### src/rtl/hex_stream_tx_pkg.sv
// hex_stream_tx_pkg: ASCII constants and FSM state encodings for hex_stream_tx.
// HEX_STREAM_TX_CRLF_EN adds the CR state and a 0x0D 0x0A line terminator.
package hex_stream_tx_pkg;
   localparam logic [7:0] ASCII_CR   = 8'h0D;
   localparam logic [7:0] ASCII_LF   = 8'h0A;
   localparam logic [7:0] ASCII_0    = 8'h30;
   localparam logic [7:0] ASCII_A_UC = 8'h41;
   localparam logic [7:0] ASCII_A_LC = 8'h61;
`ifdef HEX_STREAM_TX_CRLF_EN
   typedef enum logic [1:0] {ST_IDLE = 2'd0, ST_HEX = 2'd1, ST_LF = 2'd2, ST_CR = 2'd3} state_e;
   localparam state_e ST_AFTER_HEX = ST_CR;
`else
   typedef enum logic [1:0] {ST_IDLE = 2'd0, ST_HEX = 2'd1, ST_LF = 2'd2} state_e;
   localparam state_e ST_AFTER_HEX = ST_LF;
`endif
endpackage

### src/rtl/hex_stream_tx_nibble.sv
// hex_nibble_to_ascii: one 4-bit nibble to its ASCII hex character.
module hex_nibble_to_ascii
   import hex_stream_tx_pkg::*;
#(
   parameter bit UPPERCASE = 1'b1
) (
   input  logic [3:0] nibble_i,
   output logic [7:0] char_o
);
   logic [7:0] nib;
   assign nib    = {4'h0, nibble_i};
   assign char_o = (nibble_i < 4'd10) ? ASCII_0 + nib
                 : (UPPERCASE ? ASCII_A_UC : ASCII_A_LC) + nib - 8'd10;
endmodule

### src/rtl/hex_stream_tx.sv
// hex_stream_tx: prints one word per line as MSB-first ASCII hex over a valid/ready byte stream.
// HEX_STREAM_TX_CRLF_EN selects a CR LF terminator instead of LF alone.
module hex_stream_tx
   import hex_stream_tx_pkg::*;
#(
   parameter int WORD_BITS = 32,
   parameter bit UPPERCASE = 1'b1
) (
   input  logic                 clk_i,
   input  logic                 rst_i,
   input  logic [WORD_BITS-1:0] word_i,
   input  logic                 word_valid_i,
   output logic                 word_ready_o,
   output logic [7:0]           data_o,
   output logic                 valid_o,
   input  logic                 ready_i,
   output logic                 busy_o
);
   localparam int NIBBLES = WORD_BITS / 4;
   localparam int CW      = (NIBBLES > 1) ? $clog2(NIBBLES) : 1;

   state_e               state_q, state_d;
   logic [WORD_BITS-1:0] shift_q, shift_d;
   logic [CW-1:0]        cnt_q, cnt_d;
   logic [7:0]           hex_char;

   hex_nibble_to_ascii #(.UPPERCASE(UPPERCASE)) u_nib (
      .nibble_i(shift_q[WORD_BITS-1 -: 4]),
      .char_o  (hex_char)
   );

   always_ff @(posedge clk_i) begin
      if (rst_i) begin
         state_q <= ST_IDLE;
         shift_q <= '0;
         cnt_q   <= '0;
      end else begin
         state_q <= state_d;
         shift_q <= shift_d;
         cnt_q   <= cnt_d;
      end
   end

   always_comb begin
      state_d = state_q;
      shift_d = shift_q;
      cnt_d   = cnt_q;
      case (state_q)
         ST_IDLE: if (word_valid_i & word_ready_o) begin
            shift_d = word_i;
            cnt_d   = CW'(NIBBLES - 1);
            state_d = ST_HEX;
         end
         ST_HEX: if (ready_i) begin
            shift_d = shift_q << 4;
            cnt_d   = cnt_q - CW'(1);
            state_d = (cnt_q == '0) ? ST_AFTER_HEX : ST_HEX;
         end
`ifdef HEX_STREAM_TX_CRLF_EN
         ST_CR: state_d = ready_i ? ST_LF : ST_CR;
`endif
         ST_LF: state_d = ready_i ? ST_IDLE : ST_LF;
         default: state_d = ST_IDLE;
      endcase
   end

   // Outputs decode registered state only, so valid_o never sees ready_i.
   always_comb begin
      data_o = (state_q == ST_HEX) ? hex_char : (state_q == ST_LF) ? ASCII_LF : 8'h00;
`ifdef HEX_STREAM_TX_CRLF_EN
      data_o = (state_q == ST_CR) ? ASCII_CR : data_o;
`endif
   end

   assign valid_o      = state_q != ST_IDLE;
   assign busy_o       = state_q != ST_IDLE;
   assign word_ready_o = (state_q == ST_IDLE) & ~rst_i;
endmodule

### config.mk
export PLATFORM = sky130hd
export DESIGN_NAME = hex_stream_tx
export DESIGN_NICKNAME = d
export VERILOG_FILES = /design/src/rtl/hex_stream_tx_pkg.sv /design/src/rtl/hex_stream_tx_nibble.sv /design/src/rtl/hex_stream_tx.sv
export SDC_FILE = /design/constraint.sdc
export NUM_CORES = 1
export LEC_CHECK = 0
export CAP_MARGIN = 0
export CORE_ASPECT_RATIO = 2
export CORE_MARGIN = 2
export CORE_UTILIZATION = 27
export DETAILED_ROUTE_END_ITERATION = 12
export PLACE_DENSITY = 0.45
export REMOVE_ABC_BUFFERS = 1
export SYNTH_ARGS = -nofsm -noshare
export SYNTH_HDL_FRONTEND = slang
export SYNTH_SLANG_ARGS = --single-unit
### constraint.sdc
create_clock -name clk_i -period 1.61 [get_ports clk_i]
set_input_delay 0.161 -clock clk_i [delete_from_list [all_inputs] [get_ports clk_i]]
set_output_delay 0.161 -clock clk_i [all_outputs]
set_load 0.005 [all_outputs]
# After elaboration in Yosys (flattened, before gate mapping)
# Index checks and enable logic that the tools add are counted.
dict set report totals {
  latch_bits 0
  out_inout_bits 11
  rom_bits 0
  mem_count 0
  ram_bits 0
  ff_bits 37
  word_cells 35
}
dict set report op_classes {
  mul 0
  n_bitwise 3
  n_lt_le_gt_ge 1
  addsub 4
  muxes 14
  n_reduce_logical 6
  n_eq_ne 4
  shifts 0
  div 0
}
# op count
set op_table {}
lappend op_table {{$mux 32} 2}
lappend op_table {{$pmux 32 s2} 1}
lappend op_table {{$mux 8} 2}
lappend op_table {{$add 7x4->8 const A} 1}
lappend op_table {{$mux 2} 4}
lappend op_table {{$sub 8x4->8 const B} 1}
lappend op_table {{$add 6x4->7 const A} 1}
lappend op_table {{$mux 3} 2}
lappend op_table {{$pmux 2 s3} 1}
lappend op_table {{$pmux 3 s2} 1}
lappend op_table {{$lt 4x4->1 const B} 1}
lappend op_table {{$mux 4} 1}
lappend op_table {{$ne 2x2->1 const B} 2}
lappend op_table {{$reduce_bool 2->1} 2}
lappend op_table {{$logic_not 3->1} 1}
lappend op_table {{$reduce_and 3->1} 1}
lappend op_table {{$sub 3x1->3 const B} 1}
lappend op_table {{$and 1x1->1} 2}
lappend op_table {{$eq 2x1->1 const B} 1}
lappend op_table {{$eq 2x2->1 const B} 1}
lappend op_table {{$logic_not 2->1} 1}
lappend op_table {{$reduce_and 2->1} 1}
lappend op_table {{$not 1->1} 1}

# Longest topological paths before layout
dict set report depth {
  word_depth 5
  mapped_depth 6
}

# Modules after synthesis
# A second synthesis with hierarchy kept.
dict set report unflattened {
  hier_cells 194
  hier_area_um2 1956.9
}
# mod area_per_inst_um2 cells_per_inst seq_area_each_um2 n_inst
set modules_own_cells {}
lappend modules_own_cells {hex_stream_tx 1851.8 178 740.7 1}
lappend modules_own_cells {hex_nibble_to_ascii 105.1 16 0.0 1}

# Worst setup path before layout
# Ideal clock, no wire load.
dict set report synth_timing {
  path_type {reg-to-reg}
  startpoint {reg state_q[1]}
  endpoint {reg shift_q[4]}
  required_ns 1.464
  period_less_slack_ns 1.441
  setup_ns 0.146
  path_slack_ns 0.169
  t_arrival_ns 1.295
  path_stages_with_launch 6
  cell_sequence {dfxtp_1 -> buf_6 -> or4b_4 -> nand2_4 -> clkbuf_8 -> a211oi_2}
}
dict set report synth_via {
  elab_chain_len 5
}
# element line
set synth_lines {}
lappend synth_lines {{start: declaration} hex_stream_tx.sv:22} ;# state_e state_q, state_d;
lappend synth_lines {{start signal: assignment} hex_stream_tx.sv:38} ;# state_q <= state_d;
lappend synth_lines {{$logic_not 2->1} {hex_stream_tx.sv:48, hex_stream_tx.sv:77}}
lappend synth_lines {{$and 1x1->1} hex_stream_tx.sv:77} ;# assign word_ready_o = (state_q == ST_IDLE) & ~rst_i;
lappend synth_lines {{$and 1x1->1} hex_stream_tx.sv:49} ;# ST_IDLE: if (word_valid_i & word_ready_o) begin
lappend synth_lines {{$ne 2x2->1 (no source line)} -}
lappend synth_lines {{$reduce_and 3->1 (no source line)} -}
lappend synth_lines {{end signal: assignment} hex_stream_tx.sv:39} ;# shift_q <= shift_d;
lappend synth_lines {{end: declaration} hex_stream_tx.sv:23} ;# logic [WORD_BITS-1:0] shift_q, shift_d;
# Several ways; a longest one is shown, not always the timed one.
# A chain may end at the register's enable or synchronous reset.

# Worst setup path after layout
dict set report layout_timing {
  startpoint {reg shift_q[28]}
  endpoint {out data_o[2]}
}
dict set report layout_via {
  elab_chain_len 4
}
# element line
set layout_lines {}
lappend layout_lines {{$add 7x4->8} hex_stream_tx_nibble.sv:13} ;# : (UPPERCASE ? ASCII_A_UC : ASCII_A_LC) + nib - 8'd10;
lappend layout_lines {{$sub 8x4->8} hex_stream_tx_nibble.sv:13}
lappend layout_lines {{$mux 8 (*)} hex_stream_tx_nibble.sv:12} ;# assign char_o = (nibble_i < 4'd10) ? ASCII_0 + nib
lappend layout_lines {{$mux 8 (*)} hex_stream_tx.sv:69} ;# data_o = (state_q == ST_HEX) ? hex_char : (state_q == ST_LF) ? ASCII_LF : 8'h00;
lappend layout_lines {{end: declaration} hex_stream_tx.sv:14} ;# output logic [7:0] data_o,
# Every way passes the cells marked *; elsewhere a longest branch is shown, timed or not.

==> metrics.txt <==
Placed Area=0.00267 mm²; Post-Syn Area=0.00207 mm²; crit path time final=1580 ps; Worst Path Arrival=1420 ps; max_cap viols=0; via count=1692; Final Hold Violating Endpoints=0; Vias per Instance=4.79; area taken by multi-input logic gates=0.00115 mm²; CP Capture Type=output port; FILL cells=756; combinational family with the most area after synthesis=compound AO/OA/AOI/OAI gates; CTS tree=yes; Final nets=299; crit path max fanout=2; Post-Route Utilization=0.381; clock skew=3.49 ps; Sink Count=37; Reg area=748 µm²; largest net degree at the start of global routing=22; Design Power=2750 µW; routability cong.=0.722; Area growth syn-to-layout=38.3%; synthesized instance count=204; unrepaired setup endpoints after global routing=yes; VDD IR-drop max=0.520 mV; # IOs=47; port bufs=45; Yosys reg bits=37; top_reg_cell synth=dfxtp_1; Max Slew Vio Count=0; initial DRC count=69; mux cell area share after synthesis=0.136; worst slack, placed=-116 ps; Critical Path RT=1450 ps; fin area=0.00286 mm²; total grt overflow=0; detailed-route wire length=5.05 mm; die height=128 µm; Synth Area in Simple Gates=0.161; deepest clock path buffer count=2; Initial DRT Pass Iterations=6; hold_ws=413 ps; die area=0.00841 mm²; # DRC=0; Async S/R FF share, synth=0; sequential fraction of the synthesis area=0.359; Setup CP Type=reg -> out; Synth Area in Adders=0.0182; PwrDens=964 mW/mm²; nature of the critical path startpoint=flop; CTS clk-pin slew, worst paths=50 ps; LEAKAGE=0.00116 µW; total CTS buffers=5; GRT Util Overall=0.122; library cells used by synthesis=38; initial cell density of the core=0.276; Root Buffer=clkbuf_16; Post-CTS Hold Fix Bufs=0; Setup Viol. Count Final=0; outcome=completed; first-pass GRT wire length=8.05 mm; chip width=65.9 µm; syn_area_per_cell=10.1 µm²; # diodes=0; depth of the CTS H-tree=2; Skew-Pair Late Insertion Delay=280 ps; core region area=0.00749 mm²; layout cells sized above 1=0.297; Synth Area in XOR/XNOR=0.00424; FMAX=631 MHz; post-DP HPWL=3.56 mm; Synth Area in Compound Gates=0.224; row cnt=45; wire per inst=14.3 µm; number of flops mapped to enable cells by yosys=0; min-delay worst type=in -> reg; final worst setup slack=26.2 ps; initial antenna violation count=0; vias in the first global route=1703; antenna-violating nets left=0; YS warnings=0; final period utilization=0.984
-- cell type report --
| class | count | area share |
|---|---|---|
| repair buffers | 72 | 0.244 |
| flip-flops and latches | 37 | 0.262 |
| well taps | 94 | 0.0412 |
| clock inverters | 1 | 0.00175 |
| clock buffers | 5 | 0.0438 |
| inverters | 4 | 0.00526 |
| multi-input cells | 140 | 0.402 |
-- cell usage after synthesis, types with 2 or more instances --
| cell | n | area, µm² |
|---|---|---|
| nor3_1 | 29 | 145 |
| o21ai_0 | 3 | 15.0 |
| mux2i_1 | 28 | 280 |
| a211oi_2 | 26 | 325 |
| buf_2 | 5 | 25.0 |
| nand2_1 | 8 | 30.0 |
| clkbuf_4 | 2 | 15.0 |
| buf_6 | 6 | 67.6 |
| nand3_1 | 4 | 20.0 |
| clkbuf_1 | 3 | 11.3 |
| a211oi_1 | 3 | 22.5 |
| ha_1 | 3 | 37.5 |
| or2_2 | 2 | 12.5 |
| nor2_1 | 5 | 18.8 |
| buf_4 | 3 | 22.5 |
| a21oi_1 | 10 | 50.1 |
| nand3b_1 | 2 | 15.0 |
| nand2b_1 | 2 | 12.5 |
| dfxtp_1 | 37 | 741 |
| o21a_1 | 2 | 15.0 |
| inv_1 | 4 | 15.0 |
-- repair_timing --
action,in CTS,in global routing
setup endpoints to repair,10,10
setup buffers,2,1
pin swaps,2,2
gates resized for setup,19,17
gates cloned,0,2
-- report_power, final --
| part | switching, µW | internal, µW |
|---|---|---|
| sequential | 58.4 | 1020 |
| clock | 350 | 552 |
| combinational | 361 | 415 |
-- worst max-delay path: stages (launching register included) --
cell and delay (ps):
dfxtp_2 320, inv_2 60, ha_1 160, nand2_1 60, or3_1 320, a21oi_2 120, buf_2 110
-- through the flow --
stage          std cells  TNS [ps]
2_1_floorplan        181    -17350
3_3_place_gp         343      -354
3_5_place_dp         343     -1020
4_1_cts              351     -95.0
5_1_grt              353     -70.6
6_report             353         0
-- layout by cell type, fill, tap and decap left out, drive strengths merged, types with 2 or more instances in the layout --
cell type	Yosys	layout
nand3	4	4
or2	2	2
dlygate4sd2	0	5
clkdlybuf4s50	0	34
nor2	5	5
clkbuf	7	7
a21oi	10	10
nand2b	2	2
o21a	2	2
clkdlybuf4s15	0	2
dfxtp	37	37
a211oi	29	29
nor3	29	29
buf	16	29
inv	4	4
ha	3	3
nand2	9	9
o21ai	3	3
nand3b	2	2
mux2i	28	28
-- per-layer routing --
layer	up-vias	share of wire	track usage
li1	856	-	-
met1	789	0.43	0.148
met2	41	0.51	0.210
met3	6	0.049	0.0263
met4	0	0.013	0.0368
met5	-	0	0
-- flip-flops by register name, summed over array words and instances, names as in the netlist --
name     cells
state_q      2
cnt_q        3
shift_q     32
-- cell families after synthesis --
| family | count (synthesis) |
|---|---|
| flip-flops | 37 |
| multiplexers | 28 |
| buffers and inverters | 27 |
| other | 1 |
| XOR/XNOR | 1 |
| adder cells (fa/ha/maj) | 3 |
| AND/OR/NAND/NOR | 59 |
| AO/OA/AOI/OAI | 48 |
-- path summary, 6_finish.rpt --
kind	slack, ps	depth (start not counted)	startpoint	endpoint
worst max-delay path	30	6	shift_q[28]	data_o[2]
worst max register to register	70	6	state_q[1]	shift_q[22]
worst min-delay path	410	3	rst_i	state_q[1]
worst min register to register	460	2	shift_q[1]	shift_q[1]
(Power assumes the default switching activity.)
